File: src/rtl/fetch_queue_unit.sv
// Instruction-fetch front end: owns the fetch PC, requests words from the I-cache
// and queues returned instructions with their PCs for decode.
module fetch_queue_unit #(
    parameter int              XLEN     = 32,
    parameter int              DEPTH    = 4,
    parameter logic [XLEN-1:0] RESET_PC = '0
) (
    input  logic                     CLK,
    input  logic                     RESET,
    output logic [XLEN-1:0]          INS_ADDR,
    output logic                     INS_READ_EN,
    input  logic [31:0]              INS_DATA,
    input  logic                     INS_BUSY_WAIT,
    input  logic                     REDIRECT_EN,
    input  logic [XLEN-1:0]          REDIRECT_PC,
    output logic                     OUT_VALID,
    output logic [31:0]              OUT_INSTR,
    output logic [XLEN-1:0]          OUT_PC,
    input  logic                     OUT_READY,
    output logic [$clog2(DEPTH):0]   COUNT
);

    localparam int AW = $clog2(DEPTH);
    localparam int CW = AW + 1;

    // state   | meaning
    // ST_RUN  | normal fetch from r_fpc while the queue has room
    // ST_KILL | waiting out a miss to r_kpc whose data will be dropped
    typedef enum logic {ST_RUN, ST_KILL} state_t;

    state_t             r_state, w_state_nxt;
    logic [XLEN-1:0]    r_fpc, r_kpc;
    logic [AW-1:0]      r_rd_ptr, r_wr_ptr;
    logic [CW-1:0]      r_count;
    logic [31:0]        r_instr_q [DEPTH];
    logic [XLEN-1:0]    r_pc_q    [DEPTH];

    logic               w_read_en, w_capture, w_pop, w_outstanding;
    logic [XLEN-1:0]    w_addr;

    always_comb begin
        w_read_en   = 1'b0;
        w_addr      = r_fpc;
        w_capture   = 1'b0;
        w_state_nxt = r_state;
        case (r_state)
            ST_RUN: begin
                w_read_en = (r_count < CW'(DEPTH));
                w_capture = w_read_en && !INS_BUSY_WAIT;
            end
            ST_KILL: begin
                w_addr    = r_kpc;
                w_read_en = 1'b1;
                if (!INS_BUSY_WAIT) w_state_nxt = ST_RUN;
            end
            default: w_state_nxt = ST_RUN;
        endcase
        w_outstanding = w_read_en && INS_BUSY_WAIT;
        // A redirect only needs to kill something if a miss is still pending.
        if (REDIRECT_EN) w_state_nxt = w_outstanding ? ST_KILL : ST_RUN;
    end

    assign INS_ADDR    = w_addr;
    assign INS_READ_EN = w_read_en && !RESET;
    assign OUT_VALID   = (r_count != '0) && !REDIRECT_EN && !RESET;
    assign OUT_INSTR   = r_instr_q[r_rd_ptr];
    assign OUT_PC      = r_pc_q[r_rd_ptr];
    assign COUNT       = RESET ? '0 : r_count;
    assign w_pop       = OUT_VALID && OUT_READY;

    always_ff @(posedge CLK) begin
        if (RESET) r_state <= ST_RUN;
        else       r_state <= w_state_nxt;
    end

    always_ff @(posedge CLK) begin
        if (RESET) begin
            r_fpc    <= RESET_PC;
            r_kpc    <= '0;
            r_rd_ptr <= '0;
            r_wr_ptr <= '0;
            r_count  <= '0;
        end else if (REDIRECT_EN) begin
            r_fpc    <= {REDIRECT_PC[XLEN-1:2], 2'b00};
            r_rd_ptr <= '0;
            r_wr_ptr <= '0;
            r_count  <= '0;
            if (r_state == ST_RUN && w_outstanding) r_kpc <= r_fpc;
        end else begin
            if (w_capture) begin
                r_fpc    <= r_fpc + XLEN'(4);
                r_wr_ptr <= r_wr_ptr + AW'(1);
            end
            if (w_pop) r_rd_ptr <= r_rd_ptr + AW'(1);
            case ({w_capture, w_pop})
                2'b10:   r_count <= r_count + CW'(1);
                2'b01:   r_count <= r_count - CW'(1);
                default: r_count <= r_count;
            endcase
        end
    end

    always_ff @(posedge CLK) begin
        if (!RESET && !REDIRECT_EN && w_capture) begin
            r_instr_q[r_wr_ptr] <= INS_DATA;
            r_pc_q[r_wr_ptr]    <= r_fpc;
        end
    end

endmodule

File: config.mk
export PLATFORM = sky130hd
export DESIGN_NAME = fetch_queue_unit
export DESIGN_NICKNAME = d
export VERILOG_FILES = /design/src/rtl/fetch_queue_unit.sv
export SDC_FILE = /design/constraint.sdc
export NUM_CORES = 1
export LEC_CHECK = 0
export BUFFER_PORTS_ARGS = -buffer_cell sky130_fd_sc_hd__buf_4
export CORE_UTILIZATION = 40
export CTS_CLUSTER_DIAMETER = 60
export DETAILED_ROUTE_END_ITERATION = 10
export GPL_TIMING_DRIVEN = 0
export PLACE_DENSITY_LB_ADDON = 0.05
export RECOVER_POWER = 25
export SKIP_LAST_GASP = 1
export SYNTH_ARGS = -nofsm -noshare
export SYNTH_HDL_FRONTEND = slang
export SYNTH_SLANG_ARGS = --single-unit
File: constraint.sdc
create_clock -name CLK -period 3.93 [get_ports CLK]
set_input_delay 0.5895 -clock CLK [delete_from_list [all_inputs] [get_ports CLK]]
set_output_delay 0.5895 -clock CLK [all_outputs]
set_load 0.02 [all_outputs]
==> results.yml, run 1 <==
layout:
  syn_to_final_growth_pct: 22.0
  nNetsFinal: 1075
  n_antenna_cell: 0
  fin_util_pct: 50.1
  drive_above_1_share_pct: 30.4
  stdcell_count: 1418
yosys:
  ys_ff_latch: 318
  synthTopCellsByArea: "edfxtp_1 (58%), dfxtp_1 (11%), mux4_2 (11%), mux2_2 (2.4%), nand2_1 (2.3%)"
  postSynth.asyncResetShare_pct: 0
  netlist.area_leader.share_pct: 58.5
  syn-cell-area_um2: 12700
  yosysTopAreaCell: "edfxtp_1"
  synthFlopType: "edfxtp_1"
  synth_edf_count: 248
  post_synth_inst_count: 791
  avgSynthCellArea_um2: 16.1
  seq_area_frac_synth_pct: 69.5
  yosysUniqueCellTypes: 53
  synth-warning-count: 0
clock_network:
  root_buffer: "clkbuf_16"
  post_cts_buffers: 0
  postCtsHoldBufs: 0
  path_clk_slew_ps: 60
  cts_tree: "built"
  numCtsBuffers: 36
  cts_sinks: 318
  htree_levels: 2
  cts_resized: 0
  clock_latency_ps: 500
  cts_buffer_depth: 3
setup_path:
  crit_fanout: 10
  r2r_setup_slack_ps: 1230
  crit_path_end_kind: "primary output"
  worst_setup_path_start_kind: "flip-flop"
  cpPeakStageDelay_ps: 580
  cpMaxStageDelayCell: "clkbuf_1"
  r2r_cells: 10
  arrival_ps: 2630
  reg2reg_from: "r_state$_SDFF_PP0_"
  path_delay_family: "buffers and inverters"
  worst-path-buf-inv: 3
  r2r_end: "r_count[2]$_SDFFE_PP0P_"
  worst-setup-path-type: "flip-flop to primary output"
  crit_required_ps: 3340
  worstPathCellList: "clkbuf_1 -> buf_2 -> mux4_2 -> buf_4"
detailed_routing:
  vias_per_cell: 5.31
  drt_iter0_drc: 506
  vias: 7532
  drc: 0
  wirelength_mm: 29.6
  drtPass1Iterations: 5
  wl_per_cell_um: 20.9
  postRouteAntennaNets: 0
timing:
  min_period_ps: 3220
  slew_headroom_pct: 46.8
  final_max_slew_viol_count: 0
  max_freq_mhz: 311
  fin_ws_ps: 713
  max_slew.worst_pin.slew_ps: 798
  hold_viol_final: 0
  final.setup_skew_ps: 11.6
  finalSetupTns_ps: 0
  finalSetupViolations: 0
  rsz0062_at_grt: "no"
  post-route-period-util_pct: 81.9
global_routing:
  met2_usage_pct: 29.7
  track_usage_pct: 18.6
  grt_use_met3_pct: 3.19
  grt_pass1_wl_mm: 45.9
  gr-usage-met1_pct: 26.1
  grt_max_degree: 35
  top_usage_layer: "met2"
  grt_overflow: 0
  grt_pass1_vias: 7620
  antenna_found_initial: 0
power_and_ir_drop:
  ir_drop_mv: 0.274
  power_leakage_nw: 5.18
  finalPower_mw: 7.26
  power_density_nw_per_um2: 467
die:
  core_area_um2: 31000
  die_w_um: 180
  ios: 170
  die_y_um: 180
  rows: 64
  die_area_um2: 32600
  start_util_pct: 41.1
hold_path:
  holdPathEnd: "r_instr_q[1][18]$_DFFE_PP_"
  hold_class: "input port to flip-flop"
  holdPathStages: 1
  hp-start: "INS_DATA[18]"
placed_design:
  place.gp.congestion: 0.787
  dp.cells: 1357
  dpl.hpwl_mm: 18.9
  pre_cts_ws_ps: 979
  io_buffers: 163
status:
  run_status: "completed"
run:
  drv_cap: 0
through the flow:
step,instance area (um^2),hold WS [ps]
2_1_floorplan,12700,433
3_3_place_gp,14500,438
3_5_place_dp,14600,443
4_1_cts,15700,264
5_1_grt,15500,334
6_report,15500,343
cell usage in the layout (no fill, tap or decap), types with 4 or more instances in the layout:
master,instances
and2_1,4
clkbuf_1,70
a21oi_1,40
nand3_1,10
o21ai_0,10
ha_1,6
and3_1,7
a2111oi_2,4
a311oi_1,14
mux2_2,27
and3_4,4
or4_1,7
and4_1,5
nor2b_1,4
nor2_1,36
o31ai_1,7
conb_1,4
inv_1,15
nand4_1,13
clkinv_1,7
clkbuf_16,37
nor3_1,7
mux4_2,62
a211oi_1,9
nand2_1,78
dfxtp_1,70
buf_4,135
xor2_1,7
clkinv_2,6
nor4_1,4
buf_2,12
xnor2_1,6
edfxtp_1,248
cell usage after synthesis (all sizes together) (4+ instances only):
cell,number
and4,8
nor2,36
nand4,13
nor2b,4
o31ai,7
buf,20
nor4,5
and3,12
dfxtp,70
nand2,78
a21oi,40
xnor2,6
nand3,11
edfxtp,248
mux4,62
clkbuf,33
a211oi,9
o21ai,10
xor2,7
a311oi,14
and2,4
or3,4
a2111oi,4
or4,7
inv,16
ha,6
mux2,27
nor3,8
worst register-to-register path: cells and delay by family (launching register included):
kind            cells  cell delay (ps)
simple gates        2              530
flops               1              330
fa+ha+maj           2              660
xor+xnor            1              160
buf+inv             4              830
compound gates      1              140
metal layers:
metal  up-vias  part of all wire [%]
met5         -                     0
met4         0                   2.4
met3        45                   4.8
met2       205                    48
met1      3771                    45
li1       3511                     -
logic make-up (layout without fill, tap and decap cells):
| logic type | after synthesis | in the layout | share of synthesized area (%) |
|---|---|---|---|
| flip-flops | 318 | 318 | 69.5 |
| buffers and inverters | 69 | 297 | 2.33 |
| AO/OA/AOI/OAI | 95 | 95 | 5.05 |
| adder cells (fa/ha/maj) | 7 | 7 | 0.747 |
| AND/OR/NAND/NOR | 199 | 199 | 8.11 |
| other | 1 | 4 | 0.0294 |
| multiplexers | 89 | 89 | 13.4 |
| XOR/XNOR | 13 | 13 | 0.894 |
area by class of cell:
class	instances	area [um^2]
inverters	16	60.1
plain buffers	53	236
multi-input cells	407	3620
well taps	396	495
repair buffers	167	1200
fillers	2649	15500
clock inverters	18	120
flip-flops and latches	318	8850
clock buffers	43	958
worst max-delay path by stage:
stage | slack, ps | start | to | cells past startpoint
floorplan | 800 | INS_BUSY_WAIT | r_instr_q[0][0]$_DFFE_PP_ | 3
global placement | -1000 | INS_BUSY_WAIT | r_instr_q[1][17]$_DFFE_PP_ | 4
detailed placement | 980 | REDIRECT_EN | r_count[2]$_SDFFE_PP0P_ | 10
CTS | 590 | flip-flop | OUT_PC[2] | 4
global route | 510 | flip-flop | OUT_PC[2] | 4
finish | 710 | flip-flop | OUT_PC[2] | 4
power breakdown:
group	internal [mW]	switching (mW)	leakage, nW	total [mW]
registers	3.69	0.0704	2.82	3.76
clock network	1.80	1.28	0.531	3.08
logic	0.173	0.243	1.83	0.416
state kept, by name (all words and copies together) (netlist names), named ones only:
name	count
r_count	3
r_fpc	30
r_instr_q	128
r_kpc	30
r_pc_q	120
r_rd_ptr	2
r_state	1
r_wr_ptr	2
Note: power is estimated with default switching activity, not from simulation.
==> run 2: changes to the inputs <==
Clock period 3.93 ns to 2.98 ns, I/O delays scaled along.
==> run 2 against run 1 <==
  * Design area about the same
  * Register-to-register slack worse by 950 ps
  * Flip-flop and latch count unchanged
  * Die area unchanged
  * Core utilization about the same
  * Critical path type unchanged
==> results.yml, run 2 (synthesized netlist as in run 1, its figures left out) <==
status:
  run_status: "completed"
layout:
  nNetsFinal: 1074
  largestRegisters: "r_instr_q (128), r_pc_q (120)"
  largest_reg_flops: 128
  fin_util_pct: 50.1
  syn_to_final_growth_pct: 22.0
  max_flop_register: "r_instr_q"
  n_fill_cell: 2675
  final_common_cell: "edfxtp_1"
  final_cell_mix: "edfxtp_1 (248), buf_4 (135), nand2_1 (78)"
  n_antenna_cell: 0
  stdcell_count: 1419
  drive_above_1_share_pct: 31.0
  finalInstanceArea_um2: 15500
global_routing:
  top_usage_layer: "met2"
  track_usage_pct: 18.3
  grt_use_met3_pct: 3.05
  grt_pass1_wl_mm: 45.3
  met2_usage_pct: 30.0
  antenna_found_initial: 0
  gr-usage-met1_pct: 25.2
  grt_max_degree: 42
  grt_pass1_vias: 7711
  grt_overflow: 0
placed_design:
  dpl.hpwl_mm: 19.0
  io_buffers: 163
  place.gp.congestion: 0.751
  placed_area_um2: 14600
  dp.cells: 1357
  pre_cts_ws_ps: 160
power_and_ir_drop:
  power_leakage_nw: 5.19
  finalPower_mw: 9.49
  ir_drop_mv: 0.360
  power_density_nw_per_um2: 611
setup_path:
  crit_path_end_kind: "primary output"
  arrival_ps: 2270
  r2r_end: "r_count[2]$_SDFFE_PP0P_"
  worst_setup_path_start_kind: "flip-flop"
  crit_fanout: 10
  worst-setup-path-type: "flip-flop to primary output"
  r2r_setup_slack_ps: 280
  r2r_cells: 10
  reg2reg_from: "r_state$_SDFF_PP0_"
  crit_required_ps: 2530
clock_network:
  root_buffer: "clkbuf_16"
  clock_latency_ps: 510
  post_cts_buffers: 0
  htree_levels: 2
  path_clk_slew_ps: 60
  numCtsBuffers: 36
  cts_sinks: 318
  cts_buffer_depth: 3
  cts_tree: "built"
detailed_routing:
  wirelength_mm: 29.4
  postRouteAntennaNets: 0
  vias: 7512
  vias_per_cell: 5.29
  drt_iter0_drc: 416
  drtPass1Iterations: 4
  wl_per_cell_um: 20.8
  drc: 0
timing:
  post-route-period-util_pct: 91.1
  finalSetupViolations: 0
  rsz0062_at_grt: "no"
  max_slew.worst_pin.slew_ps: 652
  slew_headroom_pct: 56.6
  final_max_slew_viol_count: 0
  min_period_ps: 2720
  final.setup_skew_ps: 19.7
  fin_ws_ps: 264
  max_freq_mhz: 368
  hold_viol_final: 0
hold_path:
  holdPathEnd: "r_instr_q[3][7]$_DFFE_PP_"
  holdPathStages: 1
  hold_class: "input port to flip-flop"
  hp-start: "INS_DATA[7]"
die:
  die_area_um2: 32600
  core_area_um2: 31000
  start_util_pct: 41.1
  die_w_um: 180
  ios: 170
  die_y_um: 180
  rows: 64
run:
  drv_cap: 0
[run 2: changes by cell type in the layout (fill, tap and decap cells not counted), moves of 2 or more]
cell,previous run,this run
buf_16,2,4
clkbuf_1,70,67
buf_12,2,0
clkbuf_2,0,6
[run 2: power breakdown]
part           total, mW  internal [mW]  switching [mW]
Clock               3.98           2.28            1.70
Combinational      0.549          0.229           0.320
Sequential          4.96           4.86          0.0924
Total               9.49           7.37            2.12
[run 2: stage by stage]
stage | TNS, ps | hold WS [ps]
floorplan | 0 | 433
global route | 0 | 202
CTS | -3.29 | 121
detailed placement | 0 | 443
finish | 0 | 197
global placement | -117180 | 438
[run 2: critical path, stage by stage (launching register included)]
cell      delay [ps]
dfxtp_1          300
clkbuf_1         490
clkbuf_2         410
mux4_2           380
buf_4            180
[run 2: worst max path at each step]
stage / from / endpoint / slack, ps
final: flip-flop / OUT_PC[6] / 260
after CTS: flip-flop / OUT_PC[6] / -3
after global placement: INS_BUSY_WAIT / r_instr_q[1][20]$_DFFE_PP_ / -500
after floorplan: REDIRECT_EN / r_count[2]$_SDFFE_PP0P_ / 460
after global routing: r_state$_SDFF_PP0_ / r_count[2]$_SDFFE_PP0P_ / 90
after detailed placement: REDIRECT_EN / r_count[2]$_SDFFE_PP0P_ / 160
[run 2: layout make-up]
type | count | area (um^2) | area share, %
sequential | 318 | 8850 | 57.0
multi-input combinational | 407 | 3620 | 23.3
timing repair buffer | 167 | 1210 | 7.81
clock buffer | 46 | 960 | 6.18
tap | 396 | 495 | 3.19
buffer | 52 | 240 | 1.55
clock inverter | 17 | 93.8 | 0.604
inverter | 16 | 60.1 | 0.387
[run 2: timing repair]
action / CTS / global route
gates resized for setup: 4 / 5
hold buffers: 0 / 0
setup endpoints to repair: 60 / 60
pin swaps: 0 / 0
[run 2: per-layer routing]
layer	wire length [um]	share of wire (%)
met4	696	2.4
met2	14100	48
met5	0	0
met3	1320	4.5
met1	13300	45
